--- src/rtl/aes_byte_feeder_if.sv ---
// Byte stream in / (key, plaintext) pair stream out between the feeder and its neighbours.
// The feeder takes the slave view; the upstream/downstream environment takes the master view.
interface aes_byte_feeder_if;
  logic       in_valid;
  logic [7:0] in_data;
  logic       in_ready;
  logic       out_valid;
  logic       out_ready;
  logic [7:0] out_key;
  logic [7:0] out_pt;
  logic [3:0] out_idx;
  logic       out_last;
  logic       sel_in;

  modport slave (
    input  in_valid, in_data, out_ready,
    output in_ready, out_valid, out_key, out_pt, out_idx, out_last, sel_in
  );

  modport master (
    output in_valid, in_data, out_ready,
    input  in_ready, out_valid, out_key, out_pt, out_idx, out_last, sel_in
  );
endinterface

--- src/rtl/aes_byte_feeder.sv ---
// Stages 16 key bytes then 16 plaintext bytes from a byte stream and drains them
// as aligned (key, plaintext) pairs into the AES datapath input muxes.
module aes_byte_feeder (
  input  logic                   clk,
  input  logic                   rst,
  input  logic                   flush,
  aes_byte_feeder_if.slave       io,
  output logic                   busy,
  output logic [7:0]             blk_cnt
);
  localparam int unsigned BYTE_W = 8;
  localparam int unsigned NBYTES = 16;
  localparam int unsigned WP_W   = 5;
  localparam int unsigned IDX_W  = 4;

  typedef enum logic [1:0] {LOAD_KEY, LOAD_PT, DRAIN} state_t;

  state_t            state;
  logic [WP_W-1:0]   wp;
  logic [IDX_W-1:0]  rp;
  logic [IDX_W-1:0]  rp_nxt;
  logic [BYTE_W-1:0] key [NBYTES];
  logic [BYTE_W-1:0] pt  [NBYTES];

  assign rp_nxt = rp + IDX_W'(1);

  // Single-process FSM; every output is a flop updated together with the state.
  always_ff @(posedge clk or posedge rst) begin
    if (rst) begin
      state        <= LOAD_KEY;
      wp           <= '0;
      rp           <= '0;
      for (int i = 0; i < NBYTES; i++) begin
        key[i] <= '0;
        pt[i]  <= '0;
      end
      io.in_ready  <= 1'b1;
      io.out_valid <= 1'b0;
      io.out_key   <= '0;
      io.out_pt    <= '0;
      io.out_idx   <= '0;
      io.out_last  <= 1'b0;
      io.sel_in    <= 1'b0;
      busy         <= 1'b0;
      blk_cnt      <= '0;
    end else if (flush) begin
      // Abort wins over any handshake this cycle; buffer and blk_cnt are kept.
      state        <= LOAD_KEY;
      wp           <= '0;
      rp           <= '0;
      io.in_ready  <= 1'b1;
      io.out_valid <= 1'b0;
      io.out_last  <= 1'b0;
      io.sel_in    <= 1'b0;
      busy         <= 1'b0;
    end else begin
      case (state)
        LOAD_KEY: begin
          if (io.in_valid) begin
            for (int i = 0; i < NBYTES; i++) begin
              if (wp == WP_W'(i)) key[i] <= io.in_data;
            end
            if (wp == WP_W'(NBYTES - 1)) begin
              state <= LOAD_PT;
              wp    <= '0;
              busy  <= 1'b1;
            end else begin
              wp <= wp + WP_W'(1);
            end
          end
        end
        LOAD_PT: begin
          if (io.in_valid) begin
            for (int i = 0; i < NBYTES; i++) begin
              if (wp == WP_W'(i)) pt[i] <= io.in_data;
            end
            if (wp == WP_W'(NBYTES - 1)) begin
              // Present pair 0 in the very next cycle.
              state        <= DRAIN;
              rp           <= '0;
              io.in_ready  <= 1'b0;
              io.out_valid <= 1'b1;
              io.sel_in    <= 1'b1;
              io.out_key   <= key[0];
              io.out_pt    <= pt[0];
              io.out_idx   <= '0;
              io.out_last  <= 1'b0;
            end else begin
              wp <= wp + WP_W'(1);
            end
          end
        end
        DRAIN: begin
          if (io.out_ready) begin
            if (rp == IDX_W'(NBYTES - 1)) begin
              state        <= LOAD_KEY;
              wp           <= '0;
              blk_cnt      <= blk_cnt + 8'd1;
              io.in_ready  <= 1'b1;
              io.out_valid <= 1'b0;
              io.sel_in    <= 1'b0;
              io.out_last  <= 1'b0;
              busy         <= 1'b0;
            end else begin
              rp          <= rp_nxt;
              io.out_key  <= key[rp_nxt];
              io.out_pt   <= pt[rp_nxt];
              io.out_idx  <= rp_nxt;
              io.out_last <= (rp_nxt == IDX_W'(NBYTES - 1));
            end
          end
        end
        default: state <= LOAD_KEY;
      endcase
    end
  end
endmodule

--- src/flat_wrapper.sv ---
// flat-port wrapper written by rule: the top's interface ports become plain ports
module aes_byte_feeder_flat 
  (clk, rst, flush, busy, blk_cnt, io_in_valid, io_in_data, io_out_ready, io_in_ready, io_out_valid, io_out_key, io_out_pt, io_out_idx, io_out_last, io_sel_in);
  aes_byte_feeder_if io_i ();
  input  logic clk;
  input  logic rst;
  input  logic flush;
  output logic busy;
  output logic [7:0] blk_cnt;
  input wire logic [$bits(io_i.in_valid)-1:0] io_in_valid;
  input wire logic [$bits(io_i.in_data)-1:0] io_in_data;
  input wire logic [$bits(io_i.out_ready)-1:0] io_out_ready;
  output wire logic [$bits(io_i.in_ready)-1:0] io_in_ready;
  output wire logic [$bits(io_i.out_valid)-1:0] io_out_valid;
  output wire logic [$bits(io_i.out_key)-1:0] io_out_key;
  output wire logic [$bits(io_i.out_pt)-1:0] io_out_pt;
  output wire logic [$bits(io_i.out_idx)-1:0] io_out_idx;
  output wire logic [$bits(io_i.out_last)-1:0] io_out_last;
  output wire logic [$bits(io_i.sel_in)-1:0] io_sel_in;
  assign io_i.in_valid = io_in_valid;
  assign io_i.in_data = io_in_data;
  assign io_i.out_ready = io_out_ready;
  assign io_in_ready = io_i.in_ready;
  assign io_out_valid = io_i.out_valid;
  assign io_out_key = io_i.out_key;
  assign io_out_pt = io_i.out_pt;
  assign io_out_idx = io_i.out_idx;
  assign io_out_last = io_i.out_last;
  assign io_sel_in = io_i.sel_in;
  aes_byte_feeder u_core (.clk(clk), .rst(rst), .flush(flush), .io(io_i), .busy(busy), .blk_cnt(blk_cnt));
endmodule
--- config.mk ---
export PLATFORM = sky130hd
export DESIGN_NAME = aes_byte_feeder_flat
export DESIGN_NICKNAME = d
export VERILOG_FILES = /design/src/rtl/aes_byte_feeder_if.sv /design/src/rtl/aes_byte_feeder.sv /design/src/flat_wrapper.sv
export SDC_FILE = /design/constraint.sdc
export NUM_CORES = 1
export LEC_CHECK = 0
export ABC_AREA = 1
export CAP_MARGIN = 10
export CORE_ASPECT_RATIO = 2
export CORE_MARGIN = 2
export CORE_UTILIZATION = 55
export DETAILED_ROUTE_END_ITERATION = 7
export HOLD_SLACK_MARGIN = 0.05
export PLACE_DENSITY = 0.72
export SETUP_SLACK_MARGIN = 0.1
export SLEW_MARGIN = 20
export SYNTH_ARGS = -nofsm -noshare
export SYNTH_HDL_FRONTEND = slang
export SYNTH_SLANG_ARGS = --single-unit
--- constraint.sdc ---
create_clock -name clk -period 9.9 [get_ports clk]
set_input_delay 1.98 -clock clk [delete_from_list [all_inputs] [get_ports clk]]
set_output_delay 1.98 -clock clk [all_outputs]
set_load 0.02 [all_outputs]
## Yosys cells after proc, flatten, opt, wreduce, memory -nomap -nowiden

Cells that the tools add are included.

- $add $sub $neg: 3
- Magnitude comparators: 1
- Equal/unequal tests: 31
- Mux-type cells: 56
- Bitwise gates (word level): 2
- Reductions and logical operators: 46

Operators by type and width:

| operator | number |
|---|---|
| 4-bit AND reduction | 34 |
| 8-bit two-way mux | 12 |
| 8-bit binary-select mux with 4-bit select | 2 |
| 5-bit by 4-bit equality test with 1-bit output (second input constant) | 8 |
| 5-bit two-way mux | 7 |
| 8-bit one-hot mux with 2 select lines | 2 |
| 5-bit by 3-bit equality test with 1-bit output (second input constant) | 4 |
| 4-bit two-way mux | 5 |
| 6-bit AND reduction | 3 |
| 3-bit inequality test (second input constant) | 5 |
| 5-bit one-hot mux with 3 select lines | 1 |
| 5-bit AND reduction | 3 |
| 1-bit two-way mux | 14 |
| 2-bit two-way mux | 7 |
| 5-bit by 2-bit equality test with 1-bit output (second input constant) | 2 |
| 3-bit by 2-bit inequality test with 1-bit output (second input constant) | 3 |
| 8-bit by 1-bit adder with 8-bit output (second input constant) | 1 |
| 4-bit equality test (second input constant) | 2 |
| 1-bit one-hot mux with 2 select lines | 4 |
| 4-bit one-hot mux with 2 select lines | 1 |
| 2-bit inequality test (second input constant) | 3 |
| 2-bit one-hot mux with 3 select lines | 1 |
| 3-bit nonzero test | 2 |
| 5-bit by 1-bit adder with 5-bit output (second input constant) | 1 |
| 12 further kinds | 12 |

- Bits in registers: 299
- Input bits: 13
- Output and inout port bits: 33
- Logic and storage cells: 182

## Depth between registers and ports, before layout

- Depth after elaboration: 8
- Depth in mapped cells: 14
- Mapped depth without buffers: 11

## Least setup slack after synthesis

OpenSTA, ideal clock, no wires.

- Kind: input to register
- Start point: input port io_in_valid
- End point: register u_core.key[64] (netlist bit)
- Library setup time: 0.129 ns
- Arrival time: 2.904 ns
- Required time: 9.771 ns
- Setup slack: 6.866 ns
- Cell stages on the path: 7
- Path buffers: 2
- Path through: inv_2 -> nor3_4 -> buf_6 -> nand2_2 -> buf_6 -> nand2_1 -> o21ai_1

- Word-level cells in the longest chain between the ends: 1

Ends and longest elaborated chain:

| element | line | RTL |
|---|---|---|
| start: declaration | flat_wrapper.sv:10 | `input wire logic [$bits(io_i.in_valid)-1:0] io_in_valid;` |
| 4-bit AND reduction (no line) | - |  |
| end signal: indexed assignment | aes_byte_feeder.sv:61 | `if (wp == WP_W'(i)) key[i] <= io.in_data;` |
| end: declaration | aes_byte_feeder.sv:22 | `logic [BYTE_W-1:0] key [NBYTES];` |

Every way passes these cells.
A chain may end at the register's enable or synchronous reset.

## Final worst setup path

- Start point: register u_core.rp[0]
- End point: register u_core.io.out_key[4]

- Word-level cells in the longest chain between the ends: 8
- Elaborated cells between the ends (all ways): 11
- Those cells by class: add/sub: 1; eq/ne: 2; mux: 6; bitwise: 1; reduce/logical: 1

Ends and longest elaborated chain:

| element | line | RTL |
|---|---|---|
| start: declaration | aes_byte_feeder.sv:20 | `logic [IDX_W-1:0] rp;` |
| start signal: assignment | aes_byte_feeder.sv:105 | `rp <= rp_nxt;` |
| 4-bit by 1-bit adder with 4-bit output | aes_byte_feeder.sv:25 | `assign rp_nxt = rp + IDX_W'(1);` |
| 4-bit NOT with 5-bit output (not written as such) | aes_byte_feeder.sv:106 | `io.out_key <= key[rp_nxt];` |
| 8-bit binary-select mux with 4-bit select | aes_byte_feeder.sv:106 |  |
| 8-bit two-way mux (not written as such) (2 in series) | aes_byte_feeder.sv:106 |  |
| 8-bit two-way mux | aes_byte_feeder.sv:95 | `if (rp == IDX_W'(NBYTES - 1)) begin` |
| 8-bit two-way mux | aes_byte_feeder.sv:94 | `if (io.out_ready) begin` |
| 8-bit one-hot mux with 2 select lines | aes_byte_feeder.sv:57 | `case (state)` |
| end signal: assignment | aes_byte_feeder.sv:84 | `io.out_key <= key[0];` |
| end signal: assignment | aes_byte_feeder.sv:106 |  |
| end: declaration | aes_byte_feeder_if.sv:17 | `output in_ready, out_valid, out_key, out_pt, out_idx, out_last, sel_in` |

Several ways; a longest one is shown, not always the timed one. The select of a mux whose other input is x is not followed.

==> impl_metrics.tcl <==
set metrics [dict create \
    status "finished clean" \
    crit_path_max_incr_delay_ns 0.83 \
    fmaxAchievable_mhz 232 \
    timing.critical_path.from_type "flip-flop" \
    yosysSeqAreaShare_pct 50.8 \
    drive_gt1_share_pct 5.44 \
    num_io_pins 46 \
    mappedNetlistArea_mm2 0.0147 \
    timing.critical_path.depth 11 \
    dr.pass1.iters 5 \
    worst_path_bufs_invs 4 \
    post_cts_setup_buffer_count 0 \
    detailedPlacementHpwl_mm 25.7 \
    hold_viol 0 \
    num_vias 12409 \
    n_antenna_cell 0 \
    worstReg2RegEnd "u_core.io.out_key[4]" \
    fin_crit_ns 4.31 \
    maximum_root_to_sink_buffer_count 3 \
    ctsRootBufferMaster "sky130_fd_sc_hd__clkbuf_16" \
    layout-area-overhead-vs-synth_pct 8.48 \
    antenna_found_initial 0 \
    ant_nets 0 \
    worstSetupEndpoint "u_core.io.out_key[4]" \
    synthesis.instances 1901 \
    critical-path-top-delay-family "buffers and inverters" \
    timing_max_transition_violations_final 0 \
    sw_frac_of_total_pct 32.9 \
    cellLeakagePower_nw 7.68 \
    critical-path-top-cell-by-count "sky130_fd_sc_hd__nand3_1" \
    timing.rr.start "u_core.rp[0]" \
    core.rowCount 84 \
    reg2reg_setup_slack_ns 5.59 \
    timing.max_cap.violations 0 \
    wirelength_met1_mm 15.3 \
    post_synth_num_cell_types 35 \
    cells_resized_by_post_cts_repair 0 \
    overall_die_height_um 236 \
    internal_power_w 0.00225 \
    path_cells "clkinv_2 > ha_1 > buf_4 > clkinv_2 > buf_4 > nand3_1 > nand3_1 > nand3_1 > nand3_1 > nand2_1 > nand2_1" \
    setup_repair_after_global_routing_missed_its_margin "false" \
    min_path_cells 2 \
    finalWirelength_mm 40.4 \
    layout.cells.most_common_list "sky130_fd_sc_hd__nand2_1 (697), sky130_fd_sc_hd__dfrtp_1 (297), sky130_fd_sc_hd__o21ai_0 (244)" \
    detailedRoute.firstIterationViolations 1170 \
    timing_worst_slew_pin_value_ns 1.12 \
    dominantRegCellSynth "sky130_fd_sc_hd__dfrtp_1" \
    critical_path_required_ns 10.34 \
    grt_start_max_net_pins 152 \
    layout.cells.most_common "sky130_fd_sc_hd__nand2_1" \
    timing.setup.tns_ns 0 \
    syn_nets 1927 \
    crit_fanout 70 \
    slowest_stage "sky130_fd_sc_hd__dfrtp_4" \
    clock_latency_ns 0.55 \
    final.fill_count 2374 \
    grt_overflow 0 \
    place.gp.congestion 0.871 \
    synth_area_per_cell_um2 7.75 \
    first_global_vias 12127 \
    timing.hold.worst.class "flip-flop to flip-flop" \
    worst_ep_arrival_time_ns 4.75 \
    cts_max_level 1 \
    launch_point_of_the_critical_path "u_core.rp[0]" \
    final_setup_violation_count 0 \
    slew_headroom_pct 25.4 \
    finalNetCount 1902 \
    power_density_mw_per_mm2 209 \
    layout_worst_path_cycle_share_pct 43.5 \
    tritoncts_clock_tree "yes" \
    initial_core_util_pct 55.9 \
    clock_power_share_pct 31.2 \
    total_power_w 0.00335 \
    cts.sinks 299 \
    number_of_flops_mapped_to_enable_cells_by_yosys 0 \
    setup.worst_path.end_class "flip-flop" \
    fp.coreArea_mm2 0.0264 \
    buffer_ports.inserted 45 \
    cts_hold_repair.buffers 0 \
    vdd.ir_drop.worst_mv 0.128 \
    wl_met3_mm 1.96 \
    detail_route.wl_per_cell_um 18.0 \
    holdCritStartpoint "u_core.key[60]" \
    gr-usage-all-layers_pct 29.3 \
    detailroute.wirelength.met2_mm 20.7 \
    die-area_mm2 0.0282 \
    grt_first_pass_wirelength_mm 65.2 \
    clock-skew-final_ns 0.0102 \
    worst-setup-path-type "flip-flop to flip-flop" \
    power.combinational.fraction_pct 23.5 \
    total_drc_errors_in_the_routed_layout 0 \
    clk_transition_reported_paths_ns 0.07 \
    worst-r2r-cell-count 11 \
    async_reset_ff_share_pct 100 \
    postSynthRegisterBits 299 \
    die_wd_um 120 \
    tritoncts.num_buffers 27 \
    ys.warnings.count 0 \
    p_switching_w 0.00110 \
    maxUsedRoutingLayer "met4" \
    vias_per_instance 5.54 \
    fraction_of_power_consumed_by_sequential_logic_pct 45.3 \
]
[power groups by stage]
stage | logic, W | registers (W) | clock network (W)
2_1_floorplan | 0.000498 | 0.00154 | 0
3_3_place_gp | 0.000770 | 0.00153 | 0
3_5_place_dp | 0.000786 | 0.00153 | 0
4_1_cts | 0.000790 | 0.00151 | 0.00106
5_1_grt | 0.000885 | 0.00153 | 0.00110
6_report | 0.000788 | 0.00152 | 0.00104
[cells by family (layout without fill, tap and decap cells)]
| group | count (synthesis) | after routing | synth area share, % |
|---|---|---|---|
| compound gates | 301 | 301 | 10.3 |
| xor+xnor | 8 | 8 | 0.526 |
| fa+ha+maj | 13 | 13 | 1.10 |
| buf+inv | 288 | 281 | 8.80 |
| flops | 299 | 299 | 50.8 |
| mux | 1 | 1 | 0.0764 |
| simple gates | 991 | 991 | 28.5 |
[final cells by class]
| cell class | count | area, um2 | share of cell area (%) |
|---|---|---|---|
| Timing Repair Buffer | 62 | 591 | 3.69 |
| Sequential cell | 299 | 7490 | 46.8 |
| Clock inverter | 12 | 125 | 0.782 |
| Inverter | 172 | 654 | 4.09 |
| Multi-Input combinational cell | 1314 | 5970 | 37.3 |
| Tap cell | 344 | 430 | 2.69 |
| Clock buffer | 35 | 736 | 4.60 |
[flip-flops by register name, indices dropped and copies added, names as in the netlist]
name	count
u_core.key	128
u_core.pt	128
u_core.blk_cnt	8
u_core.io.out_key	8
u_core.io.out_pt	8
u_core.wp	5
u_core.io.out_idx	4
u_core.rp	4
u_core.state	2
u_core.busy	1
u_core.io.in_ready	1
u_core.io.out_last	1
u_core.io.sel_in	1
[metal layers]
| layer | track usage (%) | vias up |
|---|---|---|
| li1 | - | 5939 |
| met1 | 35.6 | 5921 |
| met2 | 50.7 | 425 |
| met3 | 2.88 | 124 |
| met4 | 16.3 | 0 |
| met5 | 0 | - |
[worst min-delay path: stages (launching register included)]
cell	delay, ns
sky130_fd_sc_hd__dfrtp_1	0.34
sky130_fd_sc_hd__nand2_1	0.05
sky130_fd_sc_hd__o21ai_0	0.06
[synth_stat cells (2+ instances only)]
cell type                  number  share of area (%)
sky130_fd_sc_hd__buf_2         36                1.2
sky130_fd_sc_hd__nand2_1      697                 18
sky130_fd_sc_hd__nand2_2        6               0.25
sky130_fd_sc_hd__buf_6         18                1.4
sky130_fd_sc_hd__dfrtp_1      298                 51
sky130_fd_sc_hd__o21ai_0      244                8.3
sky130_fd_sc_hd__nor2_4         2               0.15
sky130_fd_sc_hd__a21oi_1       18               0.61
sky130_fd_sc_hd__xnor2_1        5               0.30
sky130_fd_sc_hd__nor3_4         2               0.22
sky130_fd_sc_hd__inv_1        168                4.3
sky130_fd_sc_hd__buf_4          6               0.31
sky130_fd_sc_hd__o21ai_1       36                1.2
sky130_fd_sc_hd__xor2_1         2               0.12
sky130_fd_sc_hd__inv_2          2              0.051
sky130_fd_sc_hd__nand3_1      190                6.5
sky130_fd_sc_hd__nand2_4       19                1.5
sky130_fd_sc_hd__nor2_1        66                1.7
sky130_fd_sc_hd__nand4_1        5               0.21
sky130_fd_sc_hd__ha_1          13                1.1
sky130_fd_sc_hd__buf_1          5               0.13
sky130_fd_sc_hd__clkbuf_1      50                1.3
[per-stage QoR]
step	cell area (um2)	utilization (%)	setup WS (ns)	hold slack [ns]	std cells
2_1_floorplan	14700	-	3.95	0.448	1901
3_3_place_gp	15100	57.4	5.33	0.462	2191
3_5_place_dp	15100	57.4	5.26	0.469	2191
4_1_cts	16000	60.6	5.68	0.488	2238
5_1_grt	16000	60.6	5.40	0.498	2238
6_report	16000	60.6	5.59	0.484	2238
[worst min-delay path by stage]
| stage | endpoint | slack [ns] |
|---|---|---|
| 3_5_place_dp | u_core.pt[104] | 0.47 |
| 3_3_place_gp | u_core.pt[104] | 0.46 |
| 4_1_cts | u_core.pt[77] | 0.49 |
| 5_1_grt | u_core.pt[65] | 0.50 |
| 6_report | u_core.key[60] | 0.48 |
| 2_1_floorplan | u_core.pt[40] | 0.45 |
(Power assumes the default switching activity.)
==> patch (same flow settings) <==
The 3 states of `state_t` get a one-hot encoding in 3 bits.
--- a/src/rtl/aes_byte_feeder.sv
+++ b/src/rtl/aes_byte_feeder.sv
@@ -14,5 +14,5 @@
   localparam int unsigned IDX_W  = 4;
 
-  typedef enum logic [1:0] {LOAD_KEY, LOAD_PT, DRAIN} state_t;
+  typedef enum logic [2:0] {LOAD_KEY = 3'b001, LOAD_PT = 3'b010, DRAIN = 3'b100} state_t;
 
   state_t            state;
Check against the original RTL: no difference found for any inputs over 4 cycles, from zero or initial values and one cycle with rst high; so few cycles prove little.
==> patch against the original RTL <==
- sequential share of layout area fell by 0.43 points
- routed wire length barely moved
- synthesized area rose by 1.6%
- setup slack improved by 0.20 ns
- via count rose by 1.1%
- synthesized cell count rose by 1.8%
- first-iteration DRC count fell by 5.3%
- count of clock-buffer cells in the layout rose by 4
- cell area rose by 1.3%
- sequential cell count rose by 1
Power is not compared: it rests on default switching activity, and its combinational part moved more than twofold at a synthesized area within 25%.
==> patch: results (changes against the original RTL) <==
| Metric | Value |
|---|---|
| Gr usage total | 29.12% (was 29.34%) |
| Post-synth top cells | 767 x nand2_1, 298 x dfrtp_1, 192 x nand3_1 (was 697 x nand2_1, 298 x dfrtp_1, 244 x o21ai_0) |
| Top post-synthesis cells by area | dfrtp_1 50%, nand2_1 19%, nand3_1 6.4% (was dfrtp_1 51%, nand2_1 18%, o21ai_0 8.3%) |
| Mapped Nets | 1957 (was 1927) |
| DRT Pass-1 Iters | 8 (was 5) |
| GPL Wtd Cong | 0.8982 (was 0.8708) |
| Routed WL | 40.38 mm (was 40.37 mm) |
| Post-place setup slack | 5.403 ns (was 5.263 ns) |
| Max incr delay on CP | 0.81 ns (was 0.83 ns) |
| Mean Syn Cell Area | 7.739 sq um (was 7.755 sq um) |
| M1 GR Usage | 35.16% (was 35.60%) |
| Final Net Count | 1933 (was 1902) |
| Filler cells | 2490 (was 2374) |
| Dpl cells | 2230 (was 2191) |
| Via density | 5.504 (was 5.545) |
| Layout cells sized above 1 | 7.095% (was 5.438%) |
| Global-route wire length before repair | 65.67 mm (was 65.22 mm) |
| Outcome | finished clean (unchanged) |
| Largest net degree at the start of global routing | 137 (was 152) |
| Global Route met3 Usage | 2.903% (was 2.883%) |
| Vias in the first global route | 12400 (was 12130) |
| CP Max Fanout | 65 (was 70) |
| Vias | 12540 (was 12410) |
| Final clock skew | 0.01204 ns (was 0.01017 ns) |
| Post-DP HPWL | 25.14 mm (was 25.69 mm) |
| Sequential share of the synthesized area | 50.15% (was 50.76%) |
| Worst-margin pin slew | 1.078 ns (was 1.119 ns) |
| Max clock buf depth | 3 (unchanged) |
| Arrival @ worst endpoint | 4.55 ns (was 4.75 ns) |
## patch: changes by cell type after synthesis, moves of 4 or more
cell and delta:
clkbuf_1 +13, inv_1 -7, o21ai_1 +98, o21ai_2 +28, a21oi_1 -16, nand2_1 +70, buf_1 -4, buf_4 -5
buf_2 -12, buf_6 +8, ha_1 -4, o21ai_0 -136, nor2_1 -4
## patch: worst reg2reg max path, stage by stage (launching register included)
cell     delay [ns]
dfrtp_4        0.81
inv_4          0.45
ha_2           0.49
buf_4          0.65
inv_2          0.31
buf_4          0.43
nand2_1        0.21
nand3_1        0.09
nand3_1        0.24
nand3_1        0.17
nand2_1        0.12
nand2_1        0.05
## patch: layer usage
| layer | share of wire [%] | up-vias |
|---|---|---|
| li1 | - | 6019 |
| met1 | 39 | 6011 |
| met2 | 50 | 406 |
| met3 | 4.7 | 107 |
| met4 | 6.2 | 0 |
| met5 | 0 | - |
## patch: area by class of cell
| class | instances | area share (%) |
|---|---|---|
| tap | 348 | 2.688 |
| clock inverter | 10 | 0.4635 |
| timing repair buffer | 64 | 3.739 |
| clock buffer | 39 | 4.820 |
| inverter | 166 | 3.886 |
| sequential | 300 | 46.39 |
| multi-input combinational | 1352 | 38.01 |
## patch: through the flow
| step | util [%] | instance area (sq um) |
|---|---|---|
| after floorplan | - | 14980 |
| after global placement | 57.01 | 15340 |
| after detailed placement | 57.01 | 15340 |
| after CTS | 60.20 | 16200 |
| after global routing | 60.20 | 16200 |
| final | 60.20 | 16200 |
## patch: cell families (layout without fill, tap and decap cells)
kind of cell,after synthesis,after routing,synth area share [%]
xor gates and xnor gates,10,10,0.6851
buffers and inverters,283,279,8.806
DFF,300,300,50.15
and+or+nand+nor,1060,1060,29.78
adders and majority gates,9,9,0.7520
AOI/OAI and AO/OA,273,273,9.834
## patch: worst paths after layout
path / cells past startpoint / slack (ns) / start / end
setup / recovery: 11 / 5.78 / u_core.rp[0] / u_core.io.out_pt[1]
hold / removal: 2 / 0.46 / u_core.io.in_ready / u_core.io.in_ready
setup reg to reg: 11 / 5.78 / u_core.rp[0] / u_core.io.out_pt[1]
hold reg to reg: 2 / 0.46 / u_core.io.in_ready / u_core.io.in_ready
max in group asynchronous: 4 / 5.99 / rst / u_core.io.out_key[7]
min in group asynchronous: 2 / 1.95 / rst / u_core.key[11]
## patch: where the power goes
| group | leakage, uW | switching [uW] | internal, uW |
|---|---|---|---|
| logic | 0.00347 | 184 | 99.1 |
| clock network | 0.000432 | 469 | 572 |
| registers | 0.00412 | 58.8 | 1320 |
